===== config.mk =====
export PLATFORM = sky130hd
export DESIGN_NAME = formula_sum_isqrt_pipe_fsm
export DESIGN_NICKNAME = d
export VERILOG_FILES = /design/src/rtl/formula_sum_isqrt_pkg.sv /design/src/rtl/isqrt_result_accumulator.sv /design/src/rtl/formula_sum_isqrt_pipe_fsm.sv
export SDC_FILE = /design/constraint.sdc
export NUM_CORES = 1
export LEC_CHECK = 0
export ABC_AREA = 1
export BUFFER_PORTS_ARGS = -buffer_cell sky130_fd_sc_hd__buf_2
export CAP_MARGIN = 10
export CORE_MARGIN = 2
export CORE_UTILIZATION = 50
export DETAILED_ROUTE_END_ITERATION = 10
export HOLD_SLACK_MARGIN = 0.06
export PLACE_DENSITY = 0.87
export SYNTH_ARGS = -nofsm -noshare
export SYNTH_HDL_FRONTEND = slang
export SYNTH_SLANG_ARGS = --single-unit
export TNS_END_PERCENT = 5

===== constraint.sdc =====
create_clock -name clk -period 2.5 [get_ports clk]
set_input_delay 0.25 -clock clk [delete_from_list [all_inputs] [get_ports clk]]
set_output_delay 0.25 -clock clk [all_outputs]
set_load 0.02 [all_outputs]

===== src/rtl/formula_sum_isqrt_pkg.sv =====
`default_nettype none
// ---------------------------------------------------------------------------
// formula_sum_isqrt_pkg - state encoding and width helpers.     Rev 1.0
// ---------------------------------------------------------------------------
package formula_sum_isqrt_pkg;

  typedef enum logic [0:0] {
    IDLE  = 1'b0,
    ISSUE = 1'b1
  } state_e;

  // Index into a batch; kept at least one bit wide so N_ARGS=1 still elaborates.
  function automatic int idx_width(input int n_args);
    return (n_args > 1) ? $clog2(n_args) : 1;
  endfunction

  function automatic int cnt_width(input int max_inflight);
    return $clog2(max_inflight + 1);
  endfunction

  function automatic bit res_w_legal(input int res_w, input int w, input int n_args);
    return res_w >= (w / 2 + $clog2(n_args));
  endfunction

endpackage
`default_nettype wire


===== src/rtl/isqrt_result_accumulator.sv =====
`default_nettype none
// ---------------------------------------------------------------------------
// isqrt_result_accumulator - tracks in-flight isqrt ops, sums each batch.  Rev 1.0
// ---------------------------------------------------------------------------
module isqrt_result_accumulator
  import formula_sum_isqrt_pkg::*;
#(
  parameter int N_ARGS       = 3,
  parameter int W            = 32,
  parameter int RES_W        = 32,
  parameter int MAX_INFLIGHT = 64
) (
  input  logic             clk,
  input  logic             rst,
  input  logic             issue_i,
  input  logic             y_vld_i,
  input  logic [W/2-1:0]   y_i,
  output logic             res_vld_o,
  output logic [RES_W-1:0] res_o,
  output logic             err_orphan_o
);

  localparam int POS_W = idx_width(N_ARGS);
  localparam int CNT_W = cnt_width(MAX_INFLIGHT);
  localparam logic [POS_W-1:0] LAST_POS = POS_W'(N_ARGS - 1);

  logic [CNT_W-1:0] out_q, out_d;
  logic [POS_W-1:0] pos_q, pos_d;
  logic [RES_W-1:0] acc_q, acc_d;
  logic [RES_W-1:0] res_q, res_d;
  logic             res_vld_q, res_vld_d;
  logic             err_q, err_d;
  logic             w_take;
  logic [RES_W-1:0] w_sum;

  always_ff @(posedge clk) begin
    if (rst) begin
      out_q     <= '0;
      pos_q     <= '0;
      acc_q     <= '0;
      res_q     <= '0;
      res_vld_q <= 1'b0;
      err_q     <= 1'b0;
    end else begin
      out_q     <= out_d;
      pos_q     <= pos_d;
      acc_q     <= acc_d;
      res_q     <= res_d;
      res_vld_q <= res_vld_d;
      err_q     <= err_d;
    end
  end

  always_comb begin
    // A result with nothing outstanding is an orphan: flagged, never summed.
    w_take    = y_vld_i && (out_q != '0);
    w_sum     = acc_q + RES_W'(y_i);
    out_d     = out_q;
    pos_d     = pos_q;
    acc_d     = acc_q;
    res_d     = res_q;
    res_vld_d = 1'b0;
    err_d     = err_q | (y_vld_i && (out_q == '0));

    if (issue_i && !w_take) begin
      out_d = out_q + CNT_W'(1);
    end else if (!issue_i && w_take) begin
      out_d = out_q - CNT_W'(1);
    end

    if (w_take) begin
      if (pos_q == LAST_POS) begin
        res_d     = w_sum;
        res_vld_d = 1'b1;
        acc_d     = '0;
        pos_d     = '0;
      end else begin
        acc_d = w_sum;
        pos_d = pos_q + POS_W'(1);
      end
    end
  end

  assign res_vld_o    = res_vld_q;
  assign res_o        = res_q;
  assign err_orphan_o = err_q;

endmodule
`default_nettype wire


===== src/rtl/formula_sum_isqrt_pipe_fsm.sv =====
`default_nettype none
// ---------------------------------------------------------------------------
// formula_sum_isqrt_pipe_fsm - issues N_ARGS operands to a pipelined isqrt
// and returns the sum of their roots.                            Rev 1.0
// ---------------------------------------------------------------------------
module formula_sum_isqrt_pipe_fsm
  import formula_sum_isqrt_pkg::*;
#(
  parameter int N_ARGS       = 3,
  parameter int W            = 32,
  parameter int RES_W        = 32,
  parameter int MAX_INFLIGHT = 64
) (
  input  logic                clk,
  input  logic                rst,
  input  logic                arg_vld,
  output logic                arg_rdy,
  input  logic [N_ARGS*W-1:0] args,
  output logic                res_vld,
  output logic [RES_W-1:0]    res,
  output logic                err_orphan,
  output logic                isqrt_x_vld,
  output logic [W-1:0]        isqrt_x,
  input  logic                isqrt_y_vld,
  input  logic [W/2-1:0]      isqrt_y
);

  localparam int IDX_W = idx_width(N_ARGS);
  localparam logic [IDX_W-1:0] LAST_IDX = IDX_W'(N_ARGS - 1);

  if (N_ARGS < 1 || N_ARGS > 8 || (W % 2) != 0 || !res_w_legal(RES_W, W, N_ARGS))
  begin : g_param_check
    $error("formula_sum_isqrt_pipe_fsm: illegal N_ARGS/W/RES_W combination");
  end

  state_e              state_q, state_d;
  logic [IDX_W-1:0]    idx_q, idx_d;
  logic [N_ARGS*W-1:0] ops_q, ops_d;
  logic [W-1:0]        x_q;
  logic                w_accept;

  always_ff @(posedge clk) begin
    if (rst) begin
      state_q <= IDLE;
      idx_q   <= '0;
      ops_q   <= '0;
      x_q     <= '0;
    end else begin
      state_q <= state_d;
      idx_q   <= idx_d;
      ops_q   <= ops_d;
      x_q     <= isqrt_x;
    end
  end

  // Pending operands sit in a shift register so the next one is always in the low slot.
  always_comb begin
    state_d = state_q;
    idx_d   = idx_q;
    ops_d   = ops_q;
    case (state_q)
      IDLE: begin
        if (w_accept) begin
          ops_d = args >> W;
          idx_d = IDX_W'(1);
          if (N_ARGS > 1) state_d = ISSUE;
        end
      end
      ISSUE: begin
        ops_d = ops_q >> W;
        idx_d = idx_q + IDX_W'(1);
        if (idx_q == LAST_IDX) state_d = IDLE;
      end
      default: state_d = IDLE;
    endcase
  end

  always_comb begin
    arg_rdy     = (state_q == IDLE);
    w_accept    = arg_vld && (state_q == IDLE);
    isqrt_x_vld = w_accept || (state_q == ISSUE);
    isqrt_x     = x_q;
    if (w_accept) begin
      isqrt_x = args[W-1:0];
    end else if (state_q == ISSUE) begin
      isqrt_x = ops_q[W-1:0];
    end
  end

  isqrt_result_accumulator #(
    .N_ARGS       (N_ARGS),
    .W            (W),
    .RES_W        (RES_W),
    .MAX_INFLIGHT (MAX_INFLIGHT)
  ) u_acc (
    .clk          (clk),
    .rst          (rst),
    .issue_i      (isqrt_x_vld),
    .y_vld_i      (isqrt_y_vld),
    .y_i          (isqrt_y),
    .res_vld_o    (res_vld),
    .res_o        (res),
    .err_orphan_o (err_orphan)
  );

endmodule
`default_nettype wire


==> metrics <==
crit path kind=flip-flop to flip-flop; status=finished, final reports clean; Antenna Nets Post-Route=0; most common flop cell mapped by yosys=dfxtp_1; crit path buf inv count=3; max incr delay on CP=0.36 ns; sequential share of power=38.1%; I/O Pins=184; DP Worst Slack=0.02951 ns; Starting Density=50.77%; CP Capture Type=flip-flop; CP required=2.84 ns; crit path time final=2.367 ns; CTS H-Tree Depth=4; HPWL Detailed=15320 microns; clk sinks=174; Post-synth EDFFs=0; Mean Syn Cell Area=6.662 sq um; Mapped Cells=1309; RSZ-0062 raised after global routing=yes; first-pass GRT wire length=36320 microns; final slew viol count=0; power density over the cells=818.6 mW/mm^2; total track usage=24.11%; Post-Syn Area=0.008721 sq mm; CP Max Fanout=7; post-route insts no fill=1724; gpl congestion=0.9065; CP Launch Type=flip-flop; Synthesized Nets=1451; vias in the first global route=7956; Final Worst Setup Slack=0.1325 ns; total wire length=22580 microns; Combinational Power Share=31.1%; pin count of the biggest net entering global routing=100; worst-skew pair later-pin latency=0.44 ns; Hold WC Path Type=input port to flip-flop; YS warnings=0; Worst slew margin=41.50%; Arrival @ worst endpoint=2.70 ns; Worst Clk Skew=0.006369 ns; CP cell instances=nor3_2 -> and3_4 -> nor2_4 -> inv_4 -> ha_1 -> inv_2 -> ha_1 -> a21oi_1 -> nand2_1 -> a21oi_1 -> o21ai_0 -> xor2_1 -> o21ai_0 -> inv_1; Max-Cap Viols=0; final hold vios=0; IO Port Bufs=183; n_diodes=0; # DRC=0; Largest delay share family, worst path=compound AO/OA/AOI/OAI gates; die width=136.1 microns; initial antenna violation count=0; most common cell after layout, fill and taps aside=nand2_1; Vias per Instance=5.035; initial drt markers=702; Core Rows=48; depth of the most critical reg-to-reg path=14; Levels on crit path=14; CTS clk-pin slew, worst paths=0.08 ns; final net count=1628; final setup vio count=0; Root Driver=clkbuf_16; asr flop ratio synth=0%; area grow syn2layout=21.39%; Die Span Y=136.1 microns; Clk pwr share=30.8%; detailed-route via count=8681; sequential-to-total area share from yosys stat=39.94%; core region area=0.01718 sq mm; hold depth=3; gr ovfl total=0; Max rail drop VDD=0.4972 mV; most frequent cells in the layout=519 x nand2_1, 183 x buf_2, 171 x dfxtp_1; share of layout cells above drive strength 1=17.34%; worst-margin pin slew=0.8776 ns; Sw Share=37.45%; clock buffer depth=2; Lkg Pwr=0.005741 uW; fmax=0.4224 GHz; Inserted Clock Buffers=17; WL/cell=13.10 microns; crit path max-delay cell type=dfxtp_2; distinct cell type count after synthesis=42; CTS tree=yes; FF+latch count, synth=174; internal power=5421 uW; Tcrit/Tclk final=94.70%; switching pwr=3245 uW; Pre-antenna DRT Iters=8; DIE AREA=0.01851 sq mm; placed cells=1672
-- cell type report --
| class | count | area [sq um] |
|---|---|---|
| Sequential cell | 174 | 3487 |
| Tap cell | 225 | 281.5 |
| Fill cell | 1512 | 6590 |
| Clock buffer | 17 | 425.4 |
| Clock inverter | 15 | 175.2 |
| Inverter | 172 | 648.1 |
| Multi-Input combinational cell | 904 | 4337 |
| Timing Repair Buffer | 217 | 1232 |
-- per-layer routing --
layer / GRT usage, % / wire (microns) / vias up
met5: 0 / 0 / -
met4: 9.491 / 620 / 0
met3: 4.400 / 1548 / 50
met2: 40.20 / 10640 / 305
met1: 30.87 / 9774 / 3906
li1: - / - / 4420
-- final timing paths --
path                                startpoint              to  slack (ns)
worst max-delay path            u_acc.out_q[1]  u_acc.out_q[5]        0.13
worst min-delay path                  args[82]       ops_q[50]        0.07
worst max register to register  u_acc.out_q[1]  u_acc.out_q[5]        0.13
worst min register to register       ops_q[42]       ops_q[42]        0.47
-- power groups by stage --
stage	clock network (uW)	logic (uW)	registers [uW]
2_1_floorplan	0	1820	3420
3_3_place_gp	0	2550	3340
3_5_place_dp	0	2610	3350
4_1_cts	2710	2670	3290
5_1_grt	2820	3000	3330
6_report	2670	2700	3300
-- metrics by stage --
stage / util [%] / hold slack, ns / instance area, sq um / power (uW) / setup TNS, ns
floorplan: - / 0.3938 / 8727 / 5248 / -0.002752
global placement: 56.93 / 0.4524 / 9779 / 5888 / 0
detailed placement: 56.93 / 0.4555 / 9779 / 5961 / 0
CTS: 61.48 / 0.06051 / 10560 / 8675 / 0
global route: 61.63 / 0.06387 / 10590 / 9151 / -0.07523
finish: 61.63 / 0.06973 / 10590 / 8666 / 0
-- worst min-delay path, stage by stage --
cell and delay (ns):
buf_2 0.10, nand2_1 0.05, a21oi_1 0.06
-- kinds of logic (layout without fill, tap and decap cells) --
family	count (synthesis)	in the layout	share of synthesized area, %
buffers and inverters	231	421	10.47
AO/OA/AOI/OAI	175	175	11.64
XOR/XNOR	21	21	2.109
flip-flops	174	174	39.94
adder cells (fa/ha/maj)	26	26	3.902
AND/OR/NAND/NOR	682	682	31.94
-- flip-flops by register name (all words and copies together), names as in the netlist --
register            count
state_q                 1
u_acc.res_vld_o         1
u_acc.pos_q             2
u_acc.err_orphan_o      1
u_acc.out_q             7
u_acc.acc_q            32
idx_q                   2
u_acc.res_o            32
x_q                    32
ops_q                  64
-- cells in the mapped netlist, types with 2 or more instances --
| library cell | number | area (sq um) |
|---|---|---|
| a21o_1 | 3 | 22.52 |
| and2_1 | 2 | 12.51 |
| nor2_2 | 2 | 12.51 |
| buf_1 | 7 | 26.28 |
| a21oi_1 | 81 | 405.4 |
| clkbuf_1 | 28 | 105.1 |
| a211oi_1 | 2 | 15.01 |
| inv_1 | 166 | 623.1 |
| o21ai_1 | 17 | 85.08 |
| ha_1 | 24 | 300.3 |
| o21a_1 | 23 | 172.7 |
| nand3_1 | 75 | 375.4 |
| dfxtp_1 | 174 | 3483 |
| o21ai_0 | 23 | 115.1 |
| nor3_2 | 6 | 60.06 |
| nand3b_1 | 4 | 30.03 |
| nand2_1 | 519 | 1948 |
| nor2_1 | 55 | 206.5 |
| xor2_1 | 18 | 157.7 |
| buf_2 | 20 | 100.1 |
| buf_4 | 3 | 22.52 |
| inv_2 | 5 | 18.77 |
| a22oi_1 | 23 | 172.7 |
| nor3_1 | 8 | 40.04 |
| fa_1 | 2 | 40.04 |
| xnor2_1 | 3 | 26.28 |
-- repair_timing --
item                                    in CTS  in global routing
endpoints found under the setup margin       1                 23
endpoints found under the hold margin       18                  0
resized for setup                            1                  4
hold buffers                                18                  0
setup buffers                                0                  2
(Power assumes the default switching activity.)
